**config.mk**
```make
export PLATFORM = sky130hd
export DESIGN_NAME = link_protocol_monitor
export DESIGN_NICKNAME = d
export VERILOG_FILES = /design/src/rtl/link_mon_pkg.sv /design/src/rtl/link_packet_tracker.sv /design/src/rtl/link_protocol_monitor.sv
export SDC_FILE = /design/constraint.sdc
export NUM_CORES = 1
export LEC_CHECK = 0
export CORE_UTILIZATION = 45
export CTS_CLUSTER_DIAMETER = 60
export DETAILED_ROUTE_END_ITERATION = 10
export GPL_TIMING_DRIVEN = 0
export PLACE_DENSITY_LB_ADDON = 0.25
export SYNTH_ARGS = -nofsm -noshare
export SYNTH_HDL_FRONTEND = slang
export SYNTH_SLANG_ARGS = --single-unit
```
**constraint.sdc**
```tcl
create_clock -name i_clk -period 3 [get_ports i_clk]
set_input_delay 0.75 -clock i_clk [delete_from_list [all_inputs] [get_ports i_clk]]
set_output_delay 0.75 -clock i_clk [all_outputs]
set_load 0.1 [all_outputs]
```
**src/rtl/link_mon_pkg.sv**
```systemverilog
// link_mon_pkg: shared types and helpers for link_protocol_monitor
// (optional stall timeout enabled by LINK_MON_STALL_TIMEOUT_EN).
package link_mon_pkg;
  localparam int FLIT_W_DEF = 16;
  typedef enum logic [1:0] {IDLE, SIZE, PAYLOAD} link_state_t;
  typedef logic [FLIT_W_DEF-1:0] flit_t;
  function automatic logic [31:0] sat_inc(input logic [31:0] v, input logic [31:0] lim);
    return (v >= lim) ? v : v + 32'd1;
  endfunction
endpackage

```
**src/rtl/link_packet_tracker.sv**
```systemverilog
// link_packet_tracker: one link's framing FSM, hold check and packet counter
// (stall timeout counter added when LINK_MON_STALL_TIMEOUT_EN is defined).
module link_packet_tracker
  import link_mon_pkg::*;
#(
  parameter int FLIT_W  = 16,
  parameter int CNT_W   = 16,
  parameter int TIMEOUT = 64
) (
  input  logic              i_clk,
  input  logic              i_rst_n,
  input  logic              i_valid,
  input  logic              i_credit,
  input  logic [FLIT_W-1:0] i_data,
  input  logic              i_clear,
  output logic              o_in_packet,
  output logic              o_in_payload,
  output logic [CNT_W-1:0]  o_pkt_cnt,
  output logic              o_err_hold
`ifdef LINK_MON_STALL_TIMEOUT_EN
  ,
  output logic              o_err_stall
`endif
);
  localparam logic [CNT_W-1:0] CNT_MAX = '1;
  link_state_t       r_state;
  logic [FLIT_W-1:0] r_rem;
  logic [FLIT_W-1:0] r_prev_data;
  logic              r_prev_stall;
  logic              w_xfer;
  logic              w_stall;
  logic              w_done;
  logic              w_hold_viol;
  assign w_xfer      = i_valid & i_credit;
  assign w_stall     = i_valid & ~i_credit;
  assign w_done      = w_xfer & ((r_state == SIZE && i_data == '0) ||
                                 (r_state == PAYLOAD && r_rem == FLIT_W'(1)));
  assign w_hold_viol = r_prev_stall & (~i_valid | (i_data != r_prev_data));
  assign o_in_packet  = r_state != IDLE;
  assign o_in_payload = r_state == PAYLOAD;
  always_ff @(posedge i_clk or negedge i_rst_n) begin
    if (!i_rst_n) begin
      r_state      <= IDLE;
      r_rem        <= '0;
      r_prev_data  <= '0;
      r_prev_stall <= 1'b0;
      o_pkt_cnt    <= '0;
      o_err_hold   <= 1'b0;
    end else begin
      if (w_xfer)
        case (r_state)
          IDLE: r_state <= SIZE;
          SIZE: begin
            r_rem   <= i_data;
            r_state <= (i_data == '0) ? IDLE : PAYLOAD;
          end
          PAYLOAD: begin
            r_rem   <= r_rem - 1'b1;
            r_state <= w_done ? IDLE : PAYLOAD;
          end
          default: r_state <= IDLE;
        endcase
      r_prev_stall <= w_stall;
      r_prev_data  <= i_data;
      // clear dominates a coincident increment or error
      o_pkt_cnt    <= i_clear ? '0 : w_done ? CNT_W'(sat_inc(32'(o_pkt_cnt), 32'(CNT_MAX))) : o_pkt_cnt;
      o_err_hold   <= ~i_clear & (o_err_hold | w_hold_viol);
    end
  end
`ifdef LINK_MON_STALL_TIMEOUT_EN
  localparam int SC_W = $clog2(TIMEOUT + 1);
  logic [SC_W-1:0] r_stall_cnt;
  always_ff @(posedge i_clk or negedge i_rst_n) begin
    if (!i_rst_n) begin
      r_stall_cnt <= '0;
      o_err_stall <= 1'b0;
    end else begin
      r_stall_cnt <= w_stall ? ((r_stall_cnt == SC_W'(TIMEOUT)) ? r_stall_cnt : r_stall_cnt + 1'b1) : '0;
      o_err_stall <= ~i_clear & (o_err_stall | (w_stall & (r_stall_cnt >= SC_W'(TIMEOUT - 1))));
    end
  end
`endif
endmodule

```
**src/rtl/link_protocol_monitor.sv**
```systemverilog
// link_protocol_monitor: per-link framing/hold monitor plus concurrency check;
// define LINK_MON_STALL_TIMEOUT_EN to add err_stall timeouts.
module link_protocol_monitor
  import link_mon_pkg::*;
#(
  parameter int NPORT      = 5,
  parameter int FLIT_W     = 16,
  parameter int CNT_W      = 16,
  parameter int MAX_ACTIVE = 2,
  parameter int TIMEOUT    = 64
) (
  input  logic                    i_clk,
  input  logic                    i_rst_n,
  input  logic [NPORT-1:0]        i_valid,
  input  logic [NPORT-1:0]        i_credit,
  input  logic [NPORT*FLIT_W-1:0] i_data,
  input  logic                    i_clear,
  output logic [NPORT-1:0]        o_in_packet,
  output logic [NPORT*CNT_W-1:0]  o_pkt_cnt,
  output logic [NPORT-1:0]        o_err_hold,
  output logic                    o_err_active,
`ifdef LINK_MON_STALL_TIMEOUT_EN
  output logic [NPORT-1:0]        o_err_stall,
`endif
  output logic                    o_err_any
);
  logic [NPORT-1:0] w_in_payload;
  logic             w_over;
  genvar g;
  for (g = 0; g < NPORT; g++) begin : g_trk
    link_packet_tracker #(
      .FLIT_W (FLIT_W),
      .CNT_W  (CNT_W),
      .TIMEOUT(TIMEOUT)
    ) u_trk (
      .i_clk       (i_clk),
      .i_rst_n     (i_rst_n),
      .i_valid     (i_valid[g]),
      .i_credit    (i_credit[g]),
      .i_data      (i_data[g*FLIT_W +: FLIT_W]),
      .i_clear     (i_clear),
      .o_in_packet (o_in_packet[g]),
      .o_in_payload(w_in_payload[g]),
      .o_pkt_cnt   (o_pkt_cnt[g*CNT_W +: CNT_W]),
`ifdef LINK_MON_STALL_TIMEOUT_EN
      .o_err_stall (o_err_stall[g]),
`endif
      .o_err_hold  (o_err_hold[g])
    );
  end
  assign w_over = $countones(w_in_payload) > MAX_ACTIVE;
  always_ff @(posedge i_clk or negedge i_rst_n) begin
    if (!i_rst_n) o_err_active <= 1'b0;
    else          o_err_active <= ~i_clear & (o_err_active | w_over);
  end
`ifdef LINK_MON_STALL_TIMEOUT_EN
  assign o_err_any = (|o_err_hold) | o_err_active | (|o_err_stall);
`else
  assign o_err_any = (|o_err_hold) | o_err_active;
`endif
endmodule

```
; ---- Word-level counts from Yosys, hierarchy flattened
; Index checks and enable logic that the tools add are counted.
[totals]
reg_bits = 261
input_bits = 93
out_inout_bits = 92
wordCells = 211
[op_classes]
addsub = 14
magnitude_cmp = 6
n_eq_ne = 25
mux = 35
n_bitwise = 49
n_reduce_logical = 51
[op_table]
columns = op, count
row1 = 2-to-1 mux 16 bit, 15
row2 = one-hot mux 16 bit (2 select lines), 5
row3 = "adder 16 x 1 -> 16 bit, second input constant", 5
row4 = "equality test 16 x 1 -> 1 bit, second input constant", 5
row5 = "greater-or-equal comparator 16 bit, second input constant", 5
row6 = zero test 16 bit, 5
row7 = != test 16 bit, 5
row8 = "subtractor 16 x 1 -> 16 bit, second input constant", 5
row9 = one-hot mux 2 bit (3 select lines), 5
row10 = nonzero test 2 bit, 15
row11 = bitwise AND 1 bit, 26
row12 = 2-to-1 mux 2 bit, 10
row13 = AND reduction 2 bit, 10
row14 = bitwise OR 1 bit, 12
row15 = inverter 1 bit, 11
row16 = "equality test 2 x 1 -> 1 bit, second input constant", 5
row17 = "equality test 2 bit, second input constant", 5
row18 = logical AND 1 bit, 10
row19 = zero test 2 bit, 5
row20 = "!= test 2 bit, second input constant", 5
row21 = logical OR 1 bit, 5
row22 = OR reduction 5 bit, 1
row23 = adder 1 x 1 -> 2 bit, 2
row24 = adder 3 x 1 -> 4 bit, 1
row25 = other kinds (2), 2

; ---- Logic depth before layout (Yosys ltp)
; Gate-level depths: netlist (run 1).
[depth]
ltp_word = 7
mapped_depth = 11
mapped_depth_nobuf = 11

; ---- By module
; From an unflattened synthesis (run 1), not the netlist that was laid out.
[unflattened]
cells_unflattened = 1483
area_unflattened_um2 = 14126.0
[by_module_without_submodules]
columns = module, n_inst, cells_per_inst, area_per_inst_um2, seq_area_each_um2
row1 = link_packet_tracker, 5, 293, 2792.7, 1301.2
row2 = link_protocol_monitor, 1, 18, 162.7, 25.0

; ---- Worst setup path before layout (run 1)
; OpenSTA, ideal clock, no wires.
[synth_path]
kind = register to register
startpoint = reg g_trk[1].u_trk.o_pkt_cnt[0]
endpoint = reg g_trk[1].u_trk.o_pkt_cnt[12]
setup_time_ns = 0.125
t_arrival_ns = 2.770
required_time_ns = 2.875
slack_ns = 0.105
stages_incl_launch_ff = 8
path_buffers = 0
synth_period_minus_slack_ns = 2.895
path_cell_list = dfrtp_1 ha_1 and3_1 and3_1 a21oi_1 nand2_1 nor4_1 mux2_2
[synth_via]
elab_chain_len = 4
word_cells_on_any_way = 7
cone_classes = 1 x add/sub / 1 x order compare / 1 x eq/ne / 3 x mux / 1 x reduce/logical
[synth_rtl]
columns = element, line_no
row1 = start: declaration, link_packet_tracker.sv:18  ; output logic [CNT_W-1:0] o_pkt_cnt,
row2 = start signal: assignment, link_packet_tracker.sv:66  ; o_pkt_cnt <= i_clear ? '0 : w_done ? CNT_W'(sat_inc(32'(o_pkt_cnt), 32'(CNT_MAX))) : o_pkt_cnt;
row3 = adder 16 x 1 -> 16 bit, link_mon_pkg.sv:8  ; return (v >= lim) ? v : v + 32'd1;
row4 = 2-to-1 mux 16 bit, link_mon_pkg.sv:8
row5 = 2-to-1 mux 16 bit (2 in series), link_packet_tracker.sv:66
; Parallel ways exist; a longest one is shown, timed or not. The select of a mux whose other input is x is not followed.
; A chain may end at the register's enable or synchronous reset.

; ---- Worst setup path in the final report (run 1)
[layout_path]
startpoint = reg g_trk[1].u_trk.o_pkt_cnt[7]
endpoint = out o_pkt_cnt[23]
[layout_rtl]
columns = element, line_no
row1 = end: declaration, link_protocol_monitor.sv:19  ; output logic [NPORT*CNT_W-1:0] o_pkt_cnt,
; No word-level cell between the ends.

==> results.md, run 1 <==
- Top Ports: 185
- Max-Slew Margin vs Limit: 26.2%
- Max VDD drop: 0.000693 V
- Reg clk slew, reported paths: ~60 ps
- Fin crit share: a little over nine tenths
- Fin. Hold Viols: 0
- Post-layout net count: roughly 1,800
- Mux cell area share after synthesis: 2.58%
- Type of origin of the critical path: register
- Global-route wire length before repair: approximately 57,000 µm
- Distinct cells, synth: between 50 and 60
- Post-route antenna net violation count: 0
- Routed vias: ~11,000
- Total Power: ~0.013 W
- Mean Syn Cell Area: 9.67 µm²
- Drt drc: 0
- Final Max Tran Viols: 0
- Wire per inst: 17.3 µm
- Core area: a little under 30,000 µm²
- Adder-cell share of the synthesized area: 4.19%
- Final Util: about 57%
- Commonest cells after routing, fill and taps aside: 261 x dfrtp_1, 161 x clkdlybuf4s50_1, 107 x nor2_1, 103 x a21oi_1
- Synth async-reset ratio: 100%
- Slowest Stage Delay on Critical Path: ~1200 ps
- Critical-path maximum fanout: 7
- Synthesized instance count: 1,397
- Vias/cell: 5.64
- Htree depth: 1
- Post-Place Cells: approximately 2,000
- Fmax achieved: 338 MHz
- Clk root buf: clkbuf_16
- Sequential share of the synthesized area: about half
- Global route total overflow: 0
- Clock sink count: about 260
- Tmin final: 2960 ps
- Height of the die: approximately 180 µm
- Die width: 175 µm
- # diodes: 0
- Synth top area share: between 40% and 50%
- Primary FF master, synth: dfrtp_1
- Initial Util: 45.7%
- R2R Setup Slk: 130 ps
- Initial antenna violation count: 0
- Largest net degree at the start of global routing: about 120
- CP max stage cell: clkdlybuf4s50_1
- Hold WS: around 120 ps
- Commonest non-fill, non-tap cell in the layout: dfrtp_1
- Clk_skew: roughly 7.1 ps
- Leak Pwr: about 7.0 nW
- Die ar.: between 30,000 and 40,000 µm²
- Post-CTS setup buffers: 0
- Crit path cell chain: clkdlybuf4s50_1
- GRT Util Overall: 22.8%
- Post-synth EDFFs: 0
- Finished Layout Cells: slightly above 2,000
- Synth Area in Simple Gates: roughly a fifth
- Power Density: 741 nW/µm²
- Total wire length: ~35,000 µm
- Setup crit end kind: output pin
- Top delay family on crit path: buffers and inverters
- Seq cells post-synth: 261
- WS Path Type: reg -> out
- Largest family of logic cells by synthesized area: simple AND/OR/NAND/NOR gates
- Layout cells sized above 1: 6.10%
- Cell area after synthesis: between 10,000 and 15,000 µm²
- GP Congestion: 0.866
- Critical path arrival: between 2000 and 2500 ps
- First-pass DRT Iterations: 5
- YS warnings: 0
- IO Port Bufs: ~180
- Post-Synth XOR/XNOR Area: ~8%
- DRT iter0 DRCs: around 900
- Synth Area in Compound Gates: 12.7%
- Synth area leader: dfrtp_1
- Max-capacitance violation count: 0
- Synth area leaders: dfrtp_1 48%, xnor2_1 4.6%, ha_1 3.9%
- Clk buf depth: 3
- Synth Net Count: 1,534
- CTS Buf Count: 31
- Min-Delay Path Class: in -> async
- Status: finished clean
- CP bufs+invs: 1
- Area Overhead vs Synth: 25.7%
- Row count: between 60 and 70
- Final setup fails: 0
- Hpwl dp: approximately 25,000 µm
- Number of global-route vias before repair: about 11,000
- CP Data Required Time: between 2000 and 2500 ps
- Worst Max-Slew Pin Slew: 1100 ps
- CTS tree: done
- Clk_lat worst skew: around 550 ps
- Fillers: around 2,600
[area by class of cell]
cell class                      count  area [µm²]  area share [%]
Timing Repair Buffer              185        1890            11.1
Inverter                           40         150           0.884
Clock buffer                       42         867            5.11
Multi-Input combinational cell   1038        6630            39.1
Tap cell                          390         488            2.87
Buffer                             58         258            1.52
Sequential cell                   261        6530            38.5
Clock inverter                     15         163           0.958
[per-stage QoR]
stage	TNS (ps)	worst slack, ps	area, µm²
2_1_floorplan	0	105	13500
3_3_place_gp	-2684880	-10260	15800
3_5_place_dp	-14240	-492	15900
4_1_cts	0	4.74	17000
5_1_grt	-37.7	-21.1	17000
6_report	0	39.9	17000
[worst reg2reg max path: cells and delay by family, from the launching register on]
kind / cells / cell delay (ps)
and+or+nand+nor: 4 / 1930
DFF: 1 / 450
AOI/OAI and AO/OA: 2 / 410
[power by group]
part	internal, W	switching [W]	leakage (nW)
Combinational	0.00149	0.00230	3.20
Clock	0.00228	0.00148	0.513
Sequential	0.00422	0.000831	3.28
[cells by family (layout without fill, tap and decap cells)]
family,after synthesis,count (layout)
AND/OR/NAND/NOR,546,546
multiplexers,34,34
adder cells (fa/ha/maj),44,44
XOR/XNOR,123,123
flip-flops,261,261
buffers and inverters,98,340
AO/OA/AOI/OAI,291,291
[timing repair]
action                                 in CTS  in global routing
setup endpoints to repair                  31                 40
hold buffers                                0                  0
endpoints found under the hold margin       0                  0
resized for setup                          24                 20
pin swaps                                   0                  1
[cell usage after synthesis (all sizes together) (12+ instances only)]
library cell / count
dfrtp: 261
nor2: 107
a21oi: 104
nand2: 94
nand3: 94
xnor2: 71
o21ai: 68
o22ai: 64
nor4: 54
xor2: 52
clkbuf: 46
ha: 42
nand4: 42
inv: 39
and3: 32
nor3: 28
mux2i: 27
or3: 19
o31ai: 16
or4: 16
nor2b: 14
nor3b: 14
buf: 12
[per-layer routing]
layer	GRT usage (%)	share of wire (%)
met2	37.0	47
met3	4.09	5.5
met4	6.49	2.5
met5	0	0
met1	31.4	45
[flip-flops by register name, indices dropped and copies added, names as in the netlist]
signal,count
g_trk.u_trk.o_pkt_cnt,80
g_trk.u_trk.r_prev_data,80
g_trk.u_trk.r_rem,80
g_trk.u_trk.r_state,10
g_trk.u_trk.o_err_hold,5
g_trk.u_trk.r_prev_stall,5
o_err_active,1
[path summary, 6_finish.rpt]
check                                                           to                                     from  depth (start not counted)
min reg2reg                    g_trk[2].u_trk.o_err_hold$_DFF_PN0_    g_trk[2].u_trk.r_prev_stall$_DFF_PN0_                          2
min                        g_trk[0].u_trk.r_prev_data[0]$_DFF_PN0_                                  i_rst_n                          1
max                                                  o_pkt_cnt[23]  g_trk[1].u_trk.o_pkt_cnt[7]$_DFFE_PN0P_                          1
max reg2reg                g_trk[0].u_trk.o_pkt_cnt[6]$_DFFE_PN0P_      g_trk[0].u_trk.r_rem[4]$_DFFE_PN0P_                          6
max in group asynchronous  g_trk[2].u_trk.r_prev_data[1]$_DFF_PN0_                                  i_rst_n                          2
min in group i_clk             g_trk[2].u_trk.o_err_hold$_DFF_PN0_    g_trk[2].u_trk.r_prev_stall$_DFF_PN0_                          2
(Power assumes the default switching activity.)
==> inputs of run 2 (changes only) <==
--- a/config.mk
+++ b/config.mk
@@ -5,6 +5,7 @@
 export SDC_FILE = /design/constraint.sdc
 export NUM_CORES = 1
 export LEC_CHECK = 0
+export CORE_ASPECT_RATIO = 0.9
 export CORE_UTILIZATION = 45
 export CTS_CLUSTER_DIAMETER = 60
 export DETAILED_ROUTE_END_ITERATION = 10
==> constraint.sdc (replaced) <==
create_clock -name i_clk -period 3.7 [get_ports i_clk]
set_input_delay 0.925 -clock i_clk [delete_from_list [all_inputs] [get_ports i_clk]]
set_output_delay 0.925 -clock i_clk [all_outputs]
set_load 0.1 [all_outputs]
==> run 2 against run 1 <==
Count of clock-buffer cells in the layout fell by 1; largest cell class unchanged; register-to-register slack improved by 270 ps; non-clock buffer count did not move; core utilization rose by 0.90 points; die area barely moved; sequential share of layout area fell by 0.17 points; clock power fell by 8.8%; flip-flop and latch count did not move; sequential power fell by 19%.
==> results.md, run 2 (synthesis results as in run 1) <==
- Crit path cell chain: inv_1 > ha_1 > inv_1 > buf_4 > clkdlybuf4s50_1
- CP max stage cell: clkdlybuf4s50_1
- Top Ports: ~190
- Setup crit end kind: output pin
- Max VDD drop: between 0.0005 and 0.0006 V
- Fin. Hold Viols: 0
- Fin Setup TNS: 0 ps
- Vias/cell: around 5.6
- Top delay family on crit path: buffers and inverters
- Leak Pwr: approximately 6.8 nW
- Htree depth: 1
- Slowest Stage Delay on Critical Path: roughly 1100 ps
- Post-route antenna net violation count: 0
- Initial Util: roughly 46%
- Largest net degree at the start of global routing: about 120
- Power Density: between 600 and 700 nW/µm²
- Max-Slew Margin vs Limit: between 20% and 30%
- # diodes: 0
- RSZ-0062 raised after global routing: no
- Critical path arrival: 2530 ps
- Height of the die: 166 µm
- Most used cell, CP: inv_1
- Final Max Tran Viols: 0
- Clk_lat worst skew: roughly 550 ps
- Clk buf depth: 3
- Clk_skew: about 11 ps
- DRT iter0 DRCs: 781
- Clk root buf: clkbuf_16
- Max-capacitance violation count: 0
- Dpl cell area: roughly 16,000 µm²
- Reg clk slew, reported paths: about 60 ps
- Post-CTS setup buffers: 0
- Row count: 59
- Status: finished clean
- Worst Max-Slew Pin Slew: 1150 ps
- Cts hold-fix bufs: 0
- First-pass DRT Iterations: 5
- Global-route wire length before repair: around 57,000 µm
- CP Data Required Time: 2770 ps
- Area Overhead vs Synth: 26.3%
- Type of origin of the critical path: register
- Post-cts sizing count: 0
- Die width: about 180 µm
- Wire per inst: around 17 µm
- Hpwl dp: between 20,000 and 30,000 µm
- Fmax achieved: between 200 and 300 MHz
- Critical-path maximum fanout: 4
- GRT Util Overall: between 20% and 30%
- Post-layout net count: ~1,800
- Commonest non-fill, non-tap cell in the layout: dfrtp_1
- Die ar.: 30,700 µm²
- Global route total overflow: 0
- Largest regs: g_trk.u_trk.o_pkt_cnt: 80 flops, g_trk.u_trk.r_prev_data: 80 flops, g_trk.u_trk.r_rem: 80 flops
- Number of global-route vias before repair: between 10,000 and 15,000
- Clock sink count: ~260
- Commonest cells after routing, fill and taps aside: 261 x dfrtp_1, 182 x clkdlybuf4s50_1, 107 x nor2_1, 104 x a21oi_1
- Min-Delay Path Class: in -> async
- Layout cells sized above 1: between 5 and 6%
- Final setup fails: 0
- Total wire length: roughly 35,000 µm
- Fillers: between 2,000 and 3,000
- Routed vias: roughly 11,000
- WS Path Type: reg -> out
- IO Port Bufs: approximately 180
- Post-route cell area: between 15,000 and 20,000 µm²
- CTS Buf Count: 30
- Core area: roughly 29,000 µm²
- CP bufs+invs: 4
- CTS tree: done
- Tmin final: between 3000 and 4000 ps
- GP Congestion: just under 0.9
- Initial antenna violation count: 0
- Fin crit share: between 90% and 100%
- Drt drc: 0
-- run 2: cell count changes in the layout (fill, tap and decap cells not counted), sizes merged --
cell / previous run / this run
dlymetal6s2s: 9 / 0
clkdlybuf4s50: 161 / 182
dlygate4sd2: 7 / 0
clkinv: 11 / 6
bufinv: 3 / 8
clkdlybuf4s15: 2 / 0
clkbuf: 91 / 87
-- run 2: cell type report --
class / count / area [µm²] / area share, %
Buffer: 58 / 255 / 1.50
Clock buffer: 41 / 883 / 5.18
Clock inverter: 15 / 282 / 1.65
Inverter: 40 / 150 / 0.880
Multi-Input combinational cell: 1038 / 6570 / 38.5
Sequential cell: 261 / 6530 / 38.3
Tap cell: 396 / 495 / 2.90
Timing Repair Buffer: 185 / 1890 / 11.1
-- run 2: worst paths after layout --
path                                                      endpoint  slack (ps)  cells past startpoint                             startpoint
min in group i_clk             g_trk[1].u_trk.o_err_hold$_DFF_PN0_         530                      2  g_trk[1].u_trk.r_prev_stall$_DFF_PN0_
min reg2reg                    g_trk[1].u_trk.o_err_hold$_DFF_PN0_         530                      2  g_trk[1].u_trk.r_prev_stall$_DFF_PN0_
max in group asynchronous  g_trk[2].u_trk.r_prev_data[9]$_DFF_PN0_        2420                      2                                i_rst_n
min                        g_trk[0].u_trk.r_prev_data[0]$_DFF_PN0_         300                      1                                i_rst_n
max                                                 o_in_packet[3]         250                      5  g_trk[3].u_trk.r_state[0]$_DFFE_PN0P_
max reg2reg                g_trk[3].u_trk.o_pkt_cnt[6]$_DFFE_PN0P_         400                      7   g_trk[3].u_trk.r_rem[10]$_DFFE_PN0P_
-- run 2: report_power, final --
part	switching, W	total [W]	internal [W]
Sequential	0.000647	0.00407	0.00342
Clock	0.00121	0.00343	0.00222
Combinational	0.00185	0.00308	0.00123
Total	0.00371	0.0106	0.00687
-- run 2: worst register-to-register path, cell delays in order (launching register included) --
cell and delay, ps:
dfrtp_1 420, nor4_1 700, nand4b_1 250, o32ai_1 990
clkbuf_1 420, nand4_1 170, xor2_1 160, nor2_1 60
-- run 2: layer usage --
metal | wire length, µm | global-route usage [%] | vias to the layer above
met1 | 16400 | 33.0 | 5590
met5 | 0 | 0 | -
li1 | - | - | 5553
met4 | 774 | 5.61 | 0
met2 | 16100 | 36.3 | 285
met3 | 1660 | 2.87 | 48
-- run 2: stage by stage --
step	total power, W	cells	utilization, %	setup WS [ps]	hold WS [ps]
floorplan	0.00624	1397	-	805	457
global placement	0.00705	1976	54.2	-9630	477
detailed placement	0.00716	1978	54.4	15.7	485
CTS	0.0107	2034	58.4	210	291
global route	0.0112	2034	58.4	128	320
finish	0.0106	2034	58.4	246	302
==> edit 1 (flow settings as in run 2) <==
`CNT_W` is set to 16 in 2 places; all go to 12.
--- a/src/rtl/link_packet_tracker.sv
+++ b/src/rtl/link_packet_tracker.sv
@@ -4,7 +4,7 @@
   import link_mon_pkg::*;
 #(
   parameter int FLIT_W  = 16,
-  parameter int CNT_W   = 16,
+  parameter int CNT_W   = 12,
   parameter int TIMEOUT = 64
 ) (
   input  logic              i_clk,
--- a/src/rtl/link_protocol_monitor.sv
+++ b/src/rtl/link_protocol_monitor.sv
@@ -5,7 +5,7 @@
 #(
   parameter int NPORT      = 5,
   parameter int FLIT_W     = 16,
-  parameter int CNT_W      = 16,
+  parameter int CNT_W      = 12,
   parameter int MAX_ACTIVE = 2,
   parameter int TIMEOUT    = 64
 ) (
Ports: changed (resized o_pkt_cnt); port bits go from 185 to 165. The function was not compared with the original's and may differ.
==> edit 1 against run 2 <==
The flow now finishes with violations (design-rule violations); highest routed layer unchanged; synthesized area fell by 5.5%; largest power group unchanged; worst setup slack lost 0.97 ps; routed wire length fell by 6.2%; combinational power rose by 4%; sequential power is 5.9% lower; final area down 6.8%; sequential cell count down 20; power fell by 6.2%.
==> edit 1: results (changes against run 2) <==
metric	value	unit	change
status	finished with violations		
failing checks	design-rule violations		
reg2reg path depth	7		unchanged
flop2flop setup slack	940	ps	+540 ps
CTS Buffer Depth	3		unchanged
Tot GR Track Use	0.229		+0.000494
top cells by area, synth	dfrtp_1, a21oi_1, xor2_1		
wire length per cell	17.3	µm	+0.74%
max-slew violations	0		unchanged
Post-DP HPWL	23400	µm	-6.5%
initial antenna violation count	0		unchanged
FILL cells	2456		-4.9%
Vias	10871		-5.3%
CTS Buf Count	28		-6.7%
Placement Cell Area	14900	µm²	-6.1%
largest net degree at the start of global routing	103		-17%
htree depth	1		unchanged
slowest stage delay, CP	1120	ps	about the same
root buffer cell	clkbuf_16		
first-pass GRT wire length	54500	µm	-4.2%
Async SR Flop Fraction	1.00		unchanged
Seq/Total Area, Yosys	0.472		-0.0112
Distinct cells, synth	64		+10%
# Post-CTS Setup Buffers	0		unchanged
Hold Crit Class	in -> async		
worst r2r src	g_trk[1].u_trk.r_state[0]		
Resize count post-CTS	0		unchanged
main flop type after synthesis	dfrtp_1		
slowest CP cell	clkdlybuf4s50_1		
Worst-Margin Slew	1060	ps	-97.0 ps
clock-pin slew on the worst setup and hold paths	60	ps	about the same
vias in the first global route	10366		-5.1%
number of port buffers	164		-10%
First-pass DRT Iterations	8		+3
Worst Path Arrival	2530	ps	about the same
layout cells sized above 1	0.0535		-0.000269
Leak Pwr	0.00632	µW	-7.7%
Final #Nets	1649		-5.8%
worst skew pair latency	550	ps	about the same
number of DRC markers in iteration 0	810		+3.7%
Synthesized Nets	1453		-5.3%
total of warnings raised by yosys	0		unchanged
top flop regs	g_trk.u_trk.r_prev_data x80, g_trk.u_trk.r_rem x80, g_trk.u_trk.o_pkt_cnt x60		
Max-cap violations	0		unchanged
diode count	0		unchanged
commonest cells in the netlist	dfrtp_1, a21oi_1, nand2_1		
DRC Markers	11		+11
worst r2r dst	g_trk[1].u_trk.o_pkt_cnt[7]		
clock skew	14.7	ps	+3.31 ps
placer's final routability congestion estimate	0.849		-5.1%
Max IR drop VDD	0.000502	V	-4.5%
maximum fanout along the worst path	4		unchanged
[edit 1: layout make-up]
type	instances	area, µm²	share of cell area
plain buffers	69	322	0.0202
clock buffers	42	855	0.0537
clock inverters	10	131	0.00826
inverters	46	173	0.0109
multi-input cells	960	6240	0.392
flip-flops and latches	241	6030	0.379
well taps	360	450	0.0283
repair buffers	166	1700	0.107
[edit 1: metal layers]
| metal | GRT usage | share of wire | up-vias |
|---|---|---|---|
| li1 | - | - | 5245 |
| met1 | 0.333 | 0.48 | 5304 |
| met2 | 0.354 | 0.45 | 277 |
| met3 | 0.0413 | 0.054 | 45 |
| met4 | 0.0556 | 0.022 | 0 |
| met5 | 0 | 0 | - |
[edit 1: report_power, final]
group / internal [µW] / switching [µW] / total (µW)
Clock: 1800 / 1110 / 2910
Sequential: 3200 / 633 / 3830
Combinational: 1280 / 1910 / 3190
Total: 6270 / 3650 / 9930
[edit 1: worst max-delay path by stage]
| stage | start | endpoint | slack (ps) | depth (start not counted) |
|---|---|---|---|---|
| 4_1_cts | g_trk[4].u_trk.r_state[0] | o_in_packet[4] | 200 | 5 |
| 5_1_grt | g_trk[4].u_trk.r_state[0] | o_in_packet[4] | 160 | 5 |
| 2_1_floorplan | g_trk[0].u_trk.o_pkt_cnt[0] | g_trk[0].u_trk.o_pkt_cnt[8] | 970 | 6 |
| 3_3_place_gp | i_rst_n | g_trk[1].u_trk.r_prev_data[13] | -8930 | 1 |
| 3_5_place_dp | i_data[73] | g_trk[4].u_trk.o_pkt_cnt[9] | 270 | 7 |
| 6_report | g_trk[4].u_trk.r_state[0] | o_in_packet[4] | 250 | 5 |
[edit 1: logic make-up after synthesis]
logic type,share of synthesized area
AOI/OAI and AO/OA,0.149
xor gates and xnor gates,0.0549
adders and majority gates,0.0443
buffers and inverters,0.0387
DFF,0.472
muxes,0.0468
and+or+nand+nor,0.194
[edit 1: metrics by stage]
stage	cells	worst slack, ps	hold slack (ps)
3_5_place_dp	1842	273	517
5_1_grt	1894	157	362
3_3_place_gp	1840	-8930	508
6_report	1894	245	335
4_1_cts	1894	198	334
2_1_floorplan	1316	970	496
[edit 1: worst max-delay path, delay by kind of cell, from the launching register on]
kind / cells / cell delay (ps)
DFF: 1 / 390
buffers and inverters: 4 / 1390
adders and majority gates: 1 / 200
==> edit 2 (flow settings as in run 2) <==
Made on the original files. Encoding of `link_state_t`: now one-hot (3 bits for 3 states).
--- a/src/rtl/link_mon_pkg.sv
+++ b/src/rtl/link_mon_pkg.sv
@@ -2,7 +2,7 @@
 // (optional stall timeout enabled by LINK_MON_STALL_TIMEOUT_EN).
 package link_mon_pkg;
   localparam int FLIT_W_DEF = 16;
-  typedef enum logic [1:0] {IDLE, SIZE, PAYLOAD} link_state_t;
+  typedef enum logic [2:0] {IDLE = 3'b001, SIZE = 3'b010, PAYLOAD = 3'b100} link_state_t;
   typedef logic [FLIT_W_DEF-1:0] flit_t;
   function automatic logic [31:0] sat_inc(input logic [31:0] v, input logic [31:0] lim);
     return (v >= lim) ? v : v + 32'd1;
Function: same outputs for any inputs over 4 cycles, from zero or initial values and one cycle with i_rst_n low; so few cycles prove little.
==> edit 2 against run 2 <==
Sequential cell count increased by 5; worst setup slack worse by 190 ps; routed wire length rose by 5.7%; sequential power decreased by 1%; global-route usage grew 0.57 points; critical path depth fell by 2; synthesized area grew 2.1%; final area grew 1.3%; sequential share of layout area increased by 0.26 points; power down 5.7%; critical path type unchanged; largest power group unchanged.
==> edit 2: results (changes against run 2) <==
metric	value	unit	change
status	completed		
Final WS setup	55.0	ps	-191 ps
beginning of the critical path	g_trk[4].u_trk.r_state[0]		
htree depth	1		unchanged
maximum fanout along the worst path	9		+5
Synthesized Nets	1596		+4.0%
number of port buffers	183		unchanged
Vias	12134		+5.7%
delay-heaviest family, CP	buffers and inverters		
FILL cells	2667		+3.3%
top cells by area, synth	dfrtp_1, xnor2_1, nor2_1		
met3 usage	0.0365		+0.00775
Total Wirelength	36900	µm	+5.7%
Post-DP HPWL	26300	µm	+5.3%
Seq/Total Area, Yosys	0.483		about the same
synthesized instance count	1484		+6.2%
met2 usage	0.367		+0.00437
Placement Cell Area	16200	µm²	+1.8%
post-place setup slack	-165	ps	-180 ps
Synth Area in XOR/XNOR	0.0839		+0.00411
P_seq	4030	µW	-1%
first-pass GRT wire length	60100	µm	+5.6%
Max IR drop VDD	0.000554	V	+5.4%
worst rel slew slack	0.283		+0.0553
switching power share of the total	0.345		-0.00586
flop2flop setup slack	360	ps	-40 ps
worst r2r dst	g_trk[1].u_trk.o_pkt_cnt[3]		
CTS Buffer Depth	3		unchanged
Final #Nets	1814		+3.6%
final std cells w/o fill	2129		+4.7%
commonest cells in the netlist	dfrtp_1, nor2_1, a21oi_1		
P_clk	3270	µW	-5%
Tot GR Track Use	0.234		+0.00571
Worst Path Arrival	2720	ps	+190 ps
proportion of synthesized area in mux cells	0.00862		-0.0172
number of DRC markers in iteration 0	933		+19%
vias in the first global route	11408		+4.4%
largest net degree at the start of global routing	121		-2.4%
Clk pwr share	0.328		+0.003
Distinct cells, synth	62		+6.9%
post-synthesis adder-cell area fraction	0.0183		-0.0235
Post-Place Cells	2072		+4.8%
clock skew	15.2	ps	+3.74 ps
CTS Buf Count	31		+3.3%
complex-gate fraction of the synthesized area	0.139		+0.0121
Hold WS	226	ps	-76.4 ps
met1 usage	0.331		+0.000640
layout cells sized above 1	0.0556		+0.00190
main flop type after synthesis	dfrtp_1		
slowest stage delay, CP	960	ps	-160 ps
Leak Pwr	0.00679	µW	-0.83%
worst r2r src	g_trk[1].u_trk.r_state[2]		
Setup crit end	o_in_packet[4]		
## edit 2: cell type report
class / instances / area [µm²] / area share
Multi-Input combinational cell: 1121 / 6720 / 0.389
Sequential cell: 266 / 6660 / 0.385
Clock buffer: 43 / 881 / 0.0510
Timing Repair Buffer: 185 / 1890 / 0.110
Inverter: 28 / 105 / 0.00608
Tap cell: 403 / 504 / 0.0292
Buffer: 69 / 300 / 0.0174
Clock inverter: 14 / 224 / 0.0130
## edit 2: cells by family after synthesis
kind of cell / after synthesis
simple gates: 635
compound gates: 324
flops: 266
xor+xnor: 132
buf+inv: 97
fa+ha+maj: 19
mux: 11
## edit 2: per-layer routing
layer,wire length (µm),vias up
li1,-,5800
met1,16900,5897
met2,16800,363
met3,1910,74
met5,0,-
met4,1280,0
## edit 2: timing repair
item                                   CTS  global route
buffers inserted                         0             0
endpoints found under the hold margin    0             0
resized for setup                        1             1
cloned                                   0             0
setup endpoints to repair                1             1
